[src/rtl/reg_file_pkg.sv]
// Shared types and defaults for the reg_file register array and its clear sequencer.
package reg_file_pkg;

    localparam int RF_WIDTH_DEF = 32;
    localparam int RF_DEPTH_DEF = 32;

    typedef enum logic [0:0] {
        RF_IDLE  = 1'b0,
        RF_CLEAR = 1'b1
    } rf_state_e;

endpackage

[src/rtl/rf_word.sv]
// One register-file entry: per-byte write enable, synchronous clear, async reset.
module rf_word #(
    parameter int WIDTH = 32
) (
    input  logic               clk,
    input  logic               rst_n,
    input  logic [WIDTH/8-1:0] be,
    input  logic [WIDTH-1:0]   wr_data,
    input  logic               clr,
    output logic [WIDTH-1:0]   q
);

    localparam int NB = WIDTH / 8;

    logic [WIDTH-1:0] word_d;
    logic [WIDTH-1:0] word_q;

    always_comb begin
        // NOTE: word_d takes its held value first, so bytes left unassigned below cannot infer a latch.
        word_d = word_q;
        for (int b = 0; b < NB; b++) begin
            if (be[b]) word_d[8*b +: 8] = wr_data[8*b +: 8];
        end
        if (clr) word_d = '0;
    end

    // NOTE: this storage is reset on purpose. Reset must zero every entry, so the array is built from flops and not from a RAM macro.
    always_ff @(posedge clk or negedge rst_n) begin
        if (!rst_n) begin
            word_q <= '0;
        end else begin
            // NOTE: use non-blocking assignment so every entry updates from values sampled before the clock edge.
            word_q <= word_d;
        end
    end

    assign q = word_q;

endmodule

[src/rtl/reg_file.sv]
// Two-read/one-write register file with byte enables and a sequential clear engine.
// Define RF_BYPASS_EN to forward a same-cycle write to the read ports. Without it, a same-cycle read returns the old contents.
module reg_file
    import reg_file_pkg::*;
#(
    parameter int WIDTH   = RF_WIDTH_DEF,
    parameter int DEPTH   = RF_DEPTH_DEF,
    parameter int ZERO_R0 = 1
) (
    input  logic                     clk,
    input  logic                     rst_n,
    input  logic                     wr_en,
    input  logic [$clog2(DEPTH)-1:0] wr_addr,
    input  logic [WIDTH-1:0]         wr_data,
    input  logic [WIDTH/8-1:0]       wr_be,
    input  logic [$clog2(DEPTH)-1:0] rd_addr_a,
    input  logic [$clog2(DEPTH)-1:0] rd_addr_b,
    output logic [WIDTH-1:0]         rd_data_a,
    output logic [WIDTH-1:0]         rd_data_b,
    input  logic                     clr_req,
    output logic                     busy,
    output logic                     clr_done,
    output logic                     wr_drop
);

    localparam int AW = $clog2(DEPTH);
    localparam int NB = WIDTH / 8;

    logic [WIDTH-1:0] mem [DEPTH];

    rf_state_e        state_q, state_d;
    logic [AW-1:0]    clr_idx_q, clr_idx_d;
    logic             clr_done_q, clr_done_d;
    logic             wr_drop_q, wr_drop_d;
    logic [WIDTH-1:0] rd_data_a_q, rd_data_a_d;
    logic [WIDTH-1:0] rd_data_b_q, rd_data_b_d;
    logic             busy_w;
    logic             wr_accept;

    assign busy_w    = (state_q == RF_CLEAR);
    // Writes to a hard-wired zero entry are swallowed silently rather than dropped.
    assign wr_accept = wr_en && !busy_w && !((ZERO_R0 != 0) && (wr_addr == '0));
    assign wr_drop_d = wr_en && busy_w;

    for (genvar i = 0; i < DEPTH; i++) begin : g_word
        if ((ZERO_R0 != 0) && (i == 0)) begin : g_zero
            assign mem[i] = '0;
        end else begin : g_ff
            logic [NB-1:0] be;
            logic          clr;

            assign be  = (wr_accept && (wr_addr == AW'(i))) ? wr_be : '0;
            assign clr = busy_w && (clr_idx_q == AW'(i));

            rf_word #(.WIDTH(WIDTH)) u_word (
                .clk     (clk),
                .rst_n   (rst_n),
                .be      (be),
                .wr_data (wr_data),
                .clr     (clr),
                .q       (mem[i])
            );
        end
    end

    always_comb begin
        state_d    = state_q;
        clr_idx_d  = clr_idx_q;
        clr_done_d = 1'b0;
        case (state_q)
            RF_IDLE: begin
                if (clr_req) begin
                    state_d   = RF_CLEAR;
                    clr_idx_d = '0;
                end
            end
            RF_CLEAR: begin
                if (clr_idx_q == AW'(DEPTH - 1)) begin
                    state_d    = RF_IDLE;
                    clr_done_d = 1'b1;
                    clr_idx_d  = '0;
                end else begin
                    clr_idx_d = clr_idx_q + 1'b1;
                end
            end
            default: state_d = RF_IDLE;
        endcase
    end

`ifdef RF_BYPASS_EN
    logic [WIDTH-1:0] wr_merged;

    always_comb begin
        wr_merged = mem[wr_addr];
        for (int b = 0; b < NB; b++) begin
            if (wr_be[b]) wr_merged[8*b +: 8] = wr_data[8*b +: 8];
        end
    end

    always_comb begin
        rd_data_a_d = mem[rd_addr_a];
        rd_data_b_d = mem[rd_addr_b];
        if (wr_accept && (rd_addr_a == wr_addr)) rd_data_a_d = wr_merged;
        if (wr_accept && (rd_addr_b == wr_addr)) rd_data_b_d = wr_merged;
    end
`else
    always_comb begin
        rd_data_a_d = mem[rd_addr_a];
        rd_data_b_d = mem[rd_addr_b];
    end
`endif

    always_ff @(posedge clk or negedge rst_n) begin
        if (!rst_n) begin
            state_q     <= RF_IDLE;
            clr_idx_q   <= '0;
            clr_done_q  <= 1'b0;
            wr_drop_q   <= 1'b0;
            rd_data_a_q <= '0;
            rd_data_b_q <= '0;
        end else begin
            state_q     <= state_d;
            clr_idx_q   <= clr_idx_d;
            clr_done_q  <= clr_done_d;
            wr_drop_q   <= wr_drop_d;
            rd_data_a_q <= rd_data_a_d;
            rd_data_b_q <= rd_data_b_d;
        end
    end

    assign busy      = busy_w;
    assign clr_done  = clr_done_q;
    assign wr_drop   = wr_drop_q;
    assign rd_data_a = rd_data_a_q;
    assign rd_data_b = rd_data_b_q;

endmodule

[config.mk]
export PLATFORM = sky130hd
export DESIGN_NAME = reg_file
export DESIGN_NICKNAME = d
export VERILOG_FILES = /design/src/rtl/reg_file_pkg.sv /design/src/rtl/rf_word.sv /design/src/rtl/reg_file.sv
export SDC_FILE = /design/constraint.sdc
export NUM_CORES = 2
export LEC_CHECK = 0
export ABC_AREA = 1
export CORE_MARGIN = 3
export CORE_UTILIZATION = 35
export CTS_BUF_LIST = sky130_fd_sc_hd__clkbuf_16
export DETAILED_ROUTE_END_ITERATION = 12
export PLACE_DENSITY = 0.58
export SYNTH_ARGS = -nofsm -noshare
export SYNTH_HDL_FRONTEND = slang
export SYNTH_SLANG_ARGS = --single-unit
[constraint.sdc]
create_clock -name clk -period 1.9 [get_ports clk]
set_clock_uncertainty 0.15 [all_clocks]
set_input_delay 0.38 -clock clk [delete_from_list [all_inputs] [get_ports clk]]
set_output_delay 0.38 -clock clk [all_outputs]
set_load 0.01 [all_outputs]
==> results_dict.tcl <==
set metrics [dict create \
    use_met1_pct 38.5 \
    synthTopCellsByArea "dfrtp_1, nand3_1, nand2_1" \
    status "finished with violations" \
    seqPwrFrac_pct 39.8 \
    met3_usage_pct 5.14 \
    cp_slowest_cell "dfrtp_1" \
    top_usage_layer "met2" \
    final_antenna_net_count 0 \
    rsz0062_at_grt "true" \
    post_drt_wl_per_cell_um 24.0 \
    ctsHtreeMaxLevel 3 \
    async_flop_share_pct 100 \
    regArea_sq_um 26600 \
    gr-usage-all-layers_pct 28.8 \
    antenna_found_initial 4 \
    clk_pin_slew_ps 60 \
    end_kind "register" \
    via_per_inst 5.74 \
    core_sq_um 168000 \
    tritoncts.num_buffers 121 \
    area_delta_synth_final_pct 25.3 \
    io_pins 122 \
    relSlewSlack_pct 63.6 \
    ys_ff_latch 1064 \
    crit_arrival_ps 2490 \
    seq_area_frac_synth_pct 44.8 \
    cts_sinks 1064 \
    start_kind "register" \
    fin_ws_ps -105 \
    vias 62586 \
    fin_crit_sh_pct 106 \
    r2r-start "busy$_DFF_PN0_" \
    setup_violations 550 \
    p_leak_nw 34.4 \
    worst_pin_slew_ps 544 \
    dieHeight_um 418 \
    nFillCells 16729 \
    power.switching_w 0.0196 \
    grt_max_degree 66 \
    dp_hpwl_um 177000 \
    grt_pass1_wl_um 382000 \
    slowest_delay_ps 400 \
    postSynthAreaPerCell_sq_um 7.09 \
    start_util_pct 35.4 \
    pwr-share-comb_pct 20.7 \
    postLayoutCoreUtil_pct 44.4 \
    dp_slack_ps -850 \
    worstHoldPathCells 4 \
    gp_congestion 0.959 \
    synthFlopType "dfrtp_1" \
    hold_viol 0 \
    cts_buffer_depth 3 \
    grt_pass1_vias 59187 \
    rows 150 \
    hp-class "input port to register" \
    drt_iter0_drc 7543 \
    crit_required_ps 2390 \
    grt.overflow.total 0 \
    synthTopCellsByCount "nand3_1, nand2_1, dfrtp_1" \
    synthesis.nets 8435 \
    synth_top_area_share_pct 44.8 \
    worstRegToRegCells 11 \
    violations "negative setup slack" \
    crit_type "register to register" \
    cts_root_buf "clkbuf_16" \
    period_minus_slack_ps 2000 \
    synth_cells 8374 \
    hold_path_end "g_word[7].g_ff.u_word.q[23]$_DFFE_PN0P_" \
    p_per_area_nw_per_um2 824 \
    cp_max_fo 8 \
    tritoncts "built" \
    clkPwrFrac_pct 39.5 \
    swShare_pct 32.0 \
    drc 0 \
    syn_area_sq_um 59400 \
    reg2reg_slack_ps -100 \
    r2r_end "g_word[12].g_ff.u_word.q[23]$_DFFE_PN0P_" \
    synth_edf_count 0 \
    intPower_w 0.0417 \
    dpl.cell_count 10634 \
    final_nets 8657 \
    synth_cell_type_count 24 \
    hold_start "wr_be[2]" \
    maxCapViolations 0 \
    peakVddDrop_uv 692 \
    clkLatencyLatePin_ps 770 \
    fp.dieW_um 418 \
    die-area_sq_um 175000 \
    fmaxAchievable_ghz 0.499 \
    synth_top_area_cell "dfrtp_1" \
    multiInputGateArea_sq_um 28200 \
    setup-tns-final_ps -20970 \
    timing_max_transition_violations_final 0 \
    yosysWarnings 0 \
    worstPathCellList "buf_6, inv_6, nand2_2, nand3b_4, buf_12, nor2_4, buf_12, nand2_2, buf_4, nand3_1, o21ai_1" \
    wirelength_um 262000 \
    yosysMostFrequentCell "nand3_1" \
    drive_gt1_share_pct 13.6 \
    portBuffers 121 \
    final_cells 10908 \
    met2_usage_pct 44.1 \
    first_pass_iters 9 \
]
-- logic make-up (layout without fill, tap and decap cells) --
kind of cell	after synthesis	in the layout	synth area share, %
AOI/OAI and AO/OA	1253	1253	11.1
DFF	1064	1064	44.8
other	0	4	0
xor gates and xnor gates	1	1	0.0148
buffers and inverters	1467	1791	9.55
and+or+nand+nor	4583	4585	34.4
adders and majority gates	6	6	0.126
-- layout by cell type (no fill, tap or decap), types with 18 or more instances in the layout --
cell and instances:
nand3_1 2218, o21ai_1 216, clkinv_1 30, clkbuf_16 137
buf_12 268, buf_2 68, inv_1 786, clkdlybuf4s50_1 41
o22ai_1 257, nand2_8 18, clkinv_2 26, nor2_1 150
buf_8 22, o21ai_0 494, nand3_2 106, nand2_2 37
dfrtp_1 1064, buf_6 41, o21ai_2 28, nand2_1 1995
buf_4 320, a21oi_1 256, nand2_4 25
-- critical path, delay by kind of cell, from the launching register on --
| kind | cells | cell delay, ps |
|---|---|---|
| flip-flops | 1 | 400 |
| buffers and inverters | 5 | 730 |
| AND/OR/NAND/NOR | 5 | 540 |
| AO/OA/AOI/OAI | 1 | 60 |
-- what timing repair did --
action                     in CTS  in global routing
resized for setup             420                369
hold buffers                    4                  0
pin swaps                       4                  9
buffers inserted                3                  4
hold endpoints to repair     1046                  0
setup endpoints to repair     161                980
gates cloned                    4                 28
-- layer usage --
metal / vias to the layer above / wire, um
met4: 6 / 16100
met3: 720 / 24900
met2: 3455 / 116000
met1: 30131 / 105000
li1: 28274 / -
met5: - / 92
-- worst max path at each step --
stage | slack, ps | start | end | cells past startpoint
floorplan | -1 | busy$_DFF_PN0_ | g_word[21].g_ff.u_word.q[10]$_DFFE_PN0P_ | 8
global placement | -880 | wr_addr[2] | g_word[7].g_ff.u_word.q[6]$_DFFE_PN0P_ | 11
detailed placement | -850 | wr_addr[2] | g_word[7].g_ff.u_word.q[3]$_DFFE_PN0P_ | 11
CTS | -80 | busy$_DFF_PN0_ | g_word[7].g_ff.u_word.q[9]$_DFFE_PN0P_ | 11
global route | -160 | busy$_DFF_PN0_ | g_word[1].g_ff.u_word.q[6]$_DFFE_PN0P_ | 10
finish | -100 | busy$_DFF_PN0_ | g_word[12].g_ff.u_word.q[23]$_DFFE_PN0P_ | 11
-- sequential cells by signal, summed over array words and instances (netlist names) --
name / cells
rd_data_a: 32
clr_idx_q: 5
g_word.g_ff.u_word.q: 992
clr_done: 1
wr_drop: 1
busy: 1
rd_data_b: 32
-- area by class of cell --
class                      instances  area share, %
sequential                      1064           35.8
timing repair buffer             780           13.1
antenna                            4         0.0135
clock inverter                   104           1.27
multi-input combinational       5845           38.0
tap                             2204           3.71
clock buffer                     123           4.14
inverter                         784           4.02
-- stage by stage --
stage	total power (W)	area (sq um)	hold slack [ps]
after floorplan	0.0304	59400	-65.6
after global placement	0.0367	68600	121
after detailed placement	0.0368	68600	130
after CTS	0.0610	72800	37.8
after global routing	0.0635	74400	116
final	0.0613	74400	99.5
-- power by group through the flow --
stage / Clock (W) / Combinational [W] / Sequential, W
6_report: 0.0242 / 0.0127 / 0.0244
5_1_grt: 0.0255 / 0.0135 / 0.0245
4_1_cts: 0.0246 / 0.0121 / 0.0244
3_5_place_dp: 0 / 0.0121 / 0.0248
3_3_place_gp: 0 / 0.0119 / 0.0247
2_1_floorplan: 0 / 0.00573 / 0.0247
Note: power is estimated with default switching activity, not from simulation.
